==> config.mk <==
export PLATFORM = sky130hd
export DESIGN_NAME = pipeline_hazard_ctrl
export DESIGN_NICKNAME = d
export VERILOG_FILES = /design/src/rtl/pipeline_hazard_ctrl.sv
export SDC_FILE = /design/constraint.sdc
export NUM_CORES = 1
export LEC_CHECK = 0
export CORE_MARGIN = 4
export CORE_UTILIZATION = 40
export CTS_CLUSTER_DIAMETER = 120
export CTS_CLUSTER_SIZE = 30
export DETAILED_ROUTE_END_ITERATION = 10
export PLACE_DENSITY = 0.79
export SLEW_MARGIN = 20
export SYNTH_ARGS = -nofsm -noshare
export SYNTH_HDL_FRONTEND = slang
export SYNTH_SLANG_ARGS = --single-unit
==> constraint.sdc <==
create_clock -name i_clock -period 2.03 [get_ports i_clock]
set_input_delay 0.3045 -clock i_clock [delete_from_list [all_inputs] [get_ports i_clock]]
set_output_delay 0.3045 -clock i_clock [all_outputs]
set_load 0.03 [all_outputs]
==> src/rtl/pipeline_hazard_ctrl.sv <==
// Pipeline hazard controller: turns load-use, branch, fetch-wait, data-memory-wait
// and multi-cycle mul/div conditions into stall/bubble enable-clear pairs.
module pipeline_hazard_ctrl #(
    parameter int unsigned MULDIV_CYCLES = 32,
    parameter int unsigned DMEM_TIMEOUT  = 255,
    parameter int unsigned CNT_W         = 8
) (
    input  logic       i_clock,
    input  logic       i_reset,
    input  logic [4:0] i_id_rs1,
    input  logic [4:0] i_id_rs2,
    input  logic       i_id_use_rs1,
    input  logic       i_id_use_rs2,
    input  logic [4:0] i_ex_rd,
    input  logic       i_ex_is_load,
    input  logic       i_ex_branch_taken,
    input  logic       i_ex_muldiv_start,
    input  logic       i_imem_ready,
    input  logic       i_mem_req,
    input  logic       i_dmem_ready,
    output logic       o_pc_enable,
    output logic       o_ifid_enable,
    output logic       o_ifid_clear,
    output logic       o_idex_enable,
    output logic       o_idex_clear,
    output logic       o_exmem_enable,
    output logic       o_exmem_clear,
    output logic       o_memwb_enable,
    output logic       o_memwb_clear,
    output logic       o_muldiv_busy,
    output logic       o_bus_error
);

    typedef enum logic {StIdle, StWait} dmem_state_e;

    // The start cycle is itself a stall cycle, so the countdown covers the remaining
    // MULDIV_CYCLES-1 cycles to give exactly MULDIV_CYCLES stalled cycles in total.
    localparam logic [CNT_W-1:0] MdLoad  = CNT_W'(MULDIV_CYCLES - 1);
    localparam logic [CNT_W-1:0] DmLimit = CNT_W'(DMEM_TIMEOUT);
    localparam logic [CNT_W-1:0] CntOne  = CNT_W'(1);

    dmem_state_e      state_q, state_d;
    logic [CNT_W-1:0] wcnt_q, wcnt_d;
    logic [CNT_W-1:0] cnt_q, cnt_d;
    logic             busy_q, busy_d;
    logic             bus_error_q;

    logic timeout_hit, dstall, mstall, lu, br, fstall;

    assign timeout_hit = (state_q == StWait) && (wcnt_q == DmLimit);
    assign dstall      = i_mem_req & ~i_dmem_ready & ~timeout_hit;
    assign mstall      = i_ex_muldiv_start & ~(busy_q & (cnt_q == '0));
    assign lu          = i_ex_is_load & (i_ex_rd != 5'd0) &
                         ((i_id_use_rs1 & (i_id_rs1 == i_ex_rd)) |
                          (i_id_use_rs2 & (i_id_rs2 == i_ex_rd)));
    assign br          = i_ex_branch_taken;
    assign fstall      = ~i_imem_ready;

    always_comb begin
        state_d = state_q;
        wcnt_d  = wcnt_q;
        unique case (state_q)
            StIdle: begin
                wcnt_d = '0;
                if (i_mem_req & ~i_dmem_ready) begin
                    state_d = StWait;
                    wcnt_d  = CntOne;
                end
            end
            StWait: begin
                wcnt_d = wcnt_q + CntOne;
                if (i_dmem_ready | ~i_mem_req | timeout_hit) begin
                    state_d = StIdle;
                    wcnt_d  = '0;
                end
            end
            default: begin
                state_d = StIdle;
                wcnt_d  = '0;
            end
        endcase
    end

    // The countdown freezes while MEM stalls, since EX cannot retire then either.
    always_comb begin
        busy_d = busy_q;
        cnt_d  = cnt_q;
        if (!busy_q) begin
            if (i_ex_muldiv_start) begin
                busy_d = 1'b1;
                cnt_d  = MdLoad;
            end
        end else if (!dstall) begin
            if (cnt_q == '0) begin
                busy_d = 1'b0;
            end else begin
                cnt_d = cnt_q - CntOne;
            end
        end
    end

    always_ff @(posedge i_clock or posedge i_reset) begin
        if (i_reset) begin
            state_q     <= StIdle;
            wcnt_q      <= '0;
            cnt_q       <= '0;
            busy_q      <= 1'b0;
            bus_error_q <= 1'b0;
        end else begin
            state_q     <= state_d;
            wcnt_q      <= wcnt_d;
            cnt_q       <= cnt_d;
            busy_q      <= busy_d;
            bus_error_q <= timeout_hit;
        end
    end

    always_comb begin
        o_pc_enable    = 1'b1;
        o_ifid_enable  = 1'b1;
        o_ifid_clear   = 1'b0;
        o_idex_enable  = 1'b1;
        o_idex_clear   = 1'b0;
        o_exmem_enable = 1'b1;
        o_exmem_clear  = 1'b0;
        o_memwb_enable = 1'b1;
        o_memwb_clear  = 1'b0;
        if (dstall) begin
            o_pc_enable    = 1'b0;
            o_ifid_enable  = 1'b0;
            o_idex_enable  = 1'b0;
            o_exmem_enable = 1'b0;
            o_memwb_clear  = 1'b1;
        end else if (mstall) begin
            o_pc_enable   = 1'b0;
            o_ifid_enable = 1'b0;
            o_idex_enable = 1'b0;
            o_exmem_clear = 1'b1;
        end else if (br) begin
            o_ifid_clear = 1'b1;
            o_idex_clear = 1'b1;
        end else if (lu) begin
            o_pc_enable   = 1'b0;
            o_ifid_enable = 1'b0;
            o_idex_clear  = 1'b1;
        end else if (fstall) begin
            o_pc_enable  = 1'b0;
            o_ifid_clear = 1'b1;
        end
    end

    assign o_muldiv_busy = busy_q;
    assign o_bus_error   = bus_error_q;

endmodule
==> flow_summary.ini <==
[power_and_ir_drop]
pwr-share-clk = 0.133
switching_power_mw = 0.5711
share_seq_of_total_power = 0.332
p_comb_frac = 0.535
ir_drop_uv = 739.1
p_leak_nw = 0.9244
sw_frac_of_total = 0.3742
power_mw = 1.526
power.density_nw_per_um2 = 750.7
power.internal_mw = 0.9552

[floorplan]
core_um2 = 2805
io-pin-count = 36
fp.dieW_um = 62.60
rows = 19
die_h_um = 62.60
start_util = 0.4251
dieArea_um2 = 3919

[logic_synthesis]
synth_compound_area_frac = 0.1584
synth_cell_types = 41
synthAdderAreaFrac = 0.03148
yosysTopAreaCell = dfrtp_1
synthXorXnorAreaFrac = 0.1175
yosysSeqAreaShare = 0.3987
ys.warnings.count = 0
synth_seq_cells = 19
synth_top_family_by_area = simple AND/OR/NAND/NOR gates
post_synth_instance_area_um2 = 1192
synthTopCellsByArea = dfrtp_1, xnor2_1, nor2_1, nand4_1, xor2_1
yosys.area_share.simple = 0.2256
synth_top_area_share = 0.3987
syn_nets = 155
synthMuxAreaShare = 0.02518
synthCells = 127
synth_area_per_cell_um2 = 9.389

[worst_setup_path]
r2r-end = cnt_q[0]
startpoint = cnt_q[1]
arrival_ns = 2.16
cp-end-kind = output port
r2r_cells = 5
crit_fanout = 3
cp-start-kind = flip-flop
worstReg2RegStart = cnt_q[2]
worstPathRequired_ns = 1.73
r2r_setup_slack_ns = -0.01
crit_type = flip-flop to output port
setup.worst_path.end = o_ifid_enable

[cts]
tritoncts = built
numCtsBuffers = 3
cts_max_level = 1
clkTransAtPathRegs_ns = 0.12
clkSinkCount = 19
root_buffer = clkbuf_4
cts.path.max_buffers = 2
clock_latency_ns = 0.31

[route]
dr_total_vias = 1307
route.detailed.drc = 0
antenna_left = 0
wl_per_cell_um = 15.86
firstDrtPassIters = 4
initialDrtViolationCount = 57
finalWirelength_um = 3742
vias_per_cell = 5.538

[cells_and_area]
antennaDiodeCount = 0
design_area_um2 = 2033
num-fill-cells = 198
nets = 234
multiInputGateArea_um2 = 764.5
drive_above_1_share = 0.3951
synthToLayoutAreaGrowth_pct = 70.51
seq_area_um2 = 476.7

[placement]
dp_hpwl_um = 2639
io_buffers = 34
dpl-instance-area_um2 = 1851
finalWeightedCongestion = 0.8656

[sta]
period_share = 1.215
fmaxAchievable_mhz = 405.5
skew_ns = 0.01178
final-hold-violation-count = 0
setup_slack_ns = -0.4363
rsz0062_at_grt = yes
slew_violations = 0
finalSetupViolations = 7
fin_crit_ns = 2.466

[grt]
grt_first_pass_wirelength_um = 6444
grt_overflow = 0
grt_pass1_vias = 1439
antenna_found_initial = 0
grt_use_total = 0.2024
grt_max_degree = 20

[run_status]
status = finished with violations
violations = negative setup slack

[flow_run]
drv_cap = 0

[worst_hold_path]
hp-class = input pin to asynchronous set/reset pin
power groups by stage:
stage	clock, mW	sequential (mW)	combinational [mW]
floorplan	0	0.544	0.314
global placement	0	0.501	0.656
detailed placement	0	0.504	0.686
CTS	0.203	0.504	0.745
global route	0.223	0.515	0.883
finish	0.203	0.507	0.816
worst min path at each step:
stage / depth (start not counted) / end
after floorplan: 1 / cnt_q[0]
after global placement: 2 / cnt_q[3]
after detailed placement: 2 / wcnt_q[0]
after CTS: 3 / wcnt_q[3]
after global routing: 3 / wcnt_q[3]
final: 3 / wcnt_q[5]
cell families (layout without fill, tap and decap cells):
| group | count (synthesis) | after routing |
|---|---|---|
| and+or+nand+nor | 51 | 51 |
| AOI/OAI and AO/OA | 23 | 23 |
| DFF | 19 | 19 |
| xor gates and xnor gates | 16 | 16 |
| buffers and inverters | 11 | 89 |
| adders and majority gates | 3 | 3 |
| muxes | 3 | 3 |
| other | 1 | 1 |
synthesized netlist by cell type:
library cell  count
dfrtp_1          19
or3_1             1
and4_1            1
nor4b_1           1
and3_1            2
a22o_1            1
nor3b_1           1
a31oi_1           4
o41a_4            1
o32a_1            1
a221oi_2          1
a21boi_1          1
nand4_1           7
or4_1             2
nor3_1            2
buf_2             2
a21oi_1           4
o211ai_1          1
nand2_1           7
buf_4             1
clkbuf_1          1
and2_1            1
a31o_2            2
or4bb_1           1
inv_1             7
xor2_1            5
o41ai_2           1
o21ai_0           1
a311oi_1          1
o21ai_1           1
nor2b_1           2
ha_1              3
o22ai_1           1
mux2i_1           3
xnor2_1          11
conb_1            1
nand3_1           5
o21a_1            2
nand2b_1          2
nor4_1            1
nor2_1           15
routing by layer:
metal / vias up / routed length [um] / share of wire / track usage
met3: 10 / 327 / 0.087 / 0.07734
met1: 622 / 1391 / 0.37 / 0.2243
li1: 613 / - / - / -
met5: - / 0 / 0 / 0
met2: 62 / 1903 / 0.51 / 0.3462
met4: 0 / 120 / 0.032 / 0.08264
stage by stage:
| step | setup WS (ns) | TNS (ns) | cells | hold WS [ns] | util |
|---|---|---|---|---|---|
| 2_1_floorplan | -0.04791 | -0.04962 | 127 | 0.2556 | - |
| 3_3_place_gp | -0.6128 | -1.635 | 226 | 0.5326 | 0.6597 |
| 3_5_place_dp | -0.6553 | -1.858 | 226 | 0.5393 | 0.6597 |
| 4_1_cts | -0.4143 | -2.046 | 233 | 0.3086 | 0.6927 |
| 5_1_grt | -0.5109 | -2.756 | 236 | 0.3174 | 0.7248 |
| 6_report | -0.4363 | -2.197 | 236 | 0.2976 | 0.7248 |
timing repair:
item | CTS | global route
setup buffers | 3 | 4
gates resized for setup | 25 | 17
pin swaps | 3 | 8
endpoints found under the setup margin | 8 | 11
hold buffers | 0 | 0
area by class of cell:
cell class,count,area share
clock inverter,1,0.002462
multi-input combinational,97,0.3760
timing repair buffer,78,0.3440
clock buffer,3,0.01108
sequential,19,0.2345
inverter,7,0.01292
tap,31,0.01908
placed cells by master, fill, tap and decap left out, drive strengths merged, types with 3 or more instances in the layout:
| master | instances |
|---|---|
| mux2i | 3 |
| nor2 | 15 |
| clkdlybuf4s50 | 26 |
| a21oi | 4 |
| inv | 7 |
| ha | 3 |
| nand3 | 5 |
| xnor2 | 11 |
| xor2 | 5 |
| a31oi | 4 |
| nand4 | 7 |
| clkbuf | 3 |
| nand2 | 7 |
| dfrtp | 19 |
| buf | 52 |
flip-flops by register name (all words and copies together) (netlist names):
register	cells
cnt_q	8
wcnt_q	8
o_bus_error	1
o_muldiv_busy	1
state_q	1
critical path: stages (launching register included):
cell      delay, ns
dfrtp_1        0.41
inv_2          0.09
ha_4           0.14
or4bb_4        0.47
o21ai_4        0.18
and2_4         0.18
buf_6          0.09
a21boi_4       0.16
buf_6          0.14
Power figures use the tool's default switching activity.
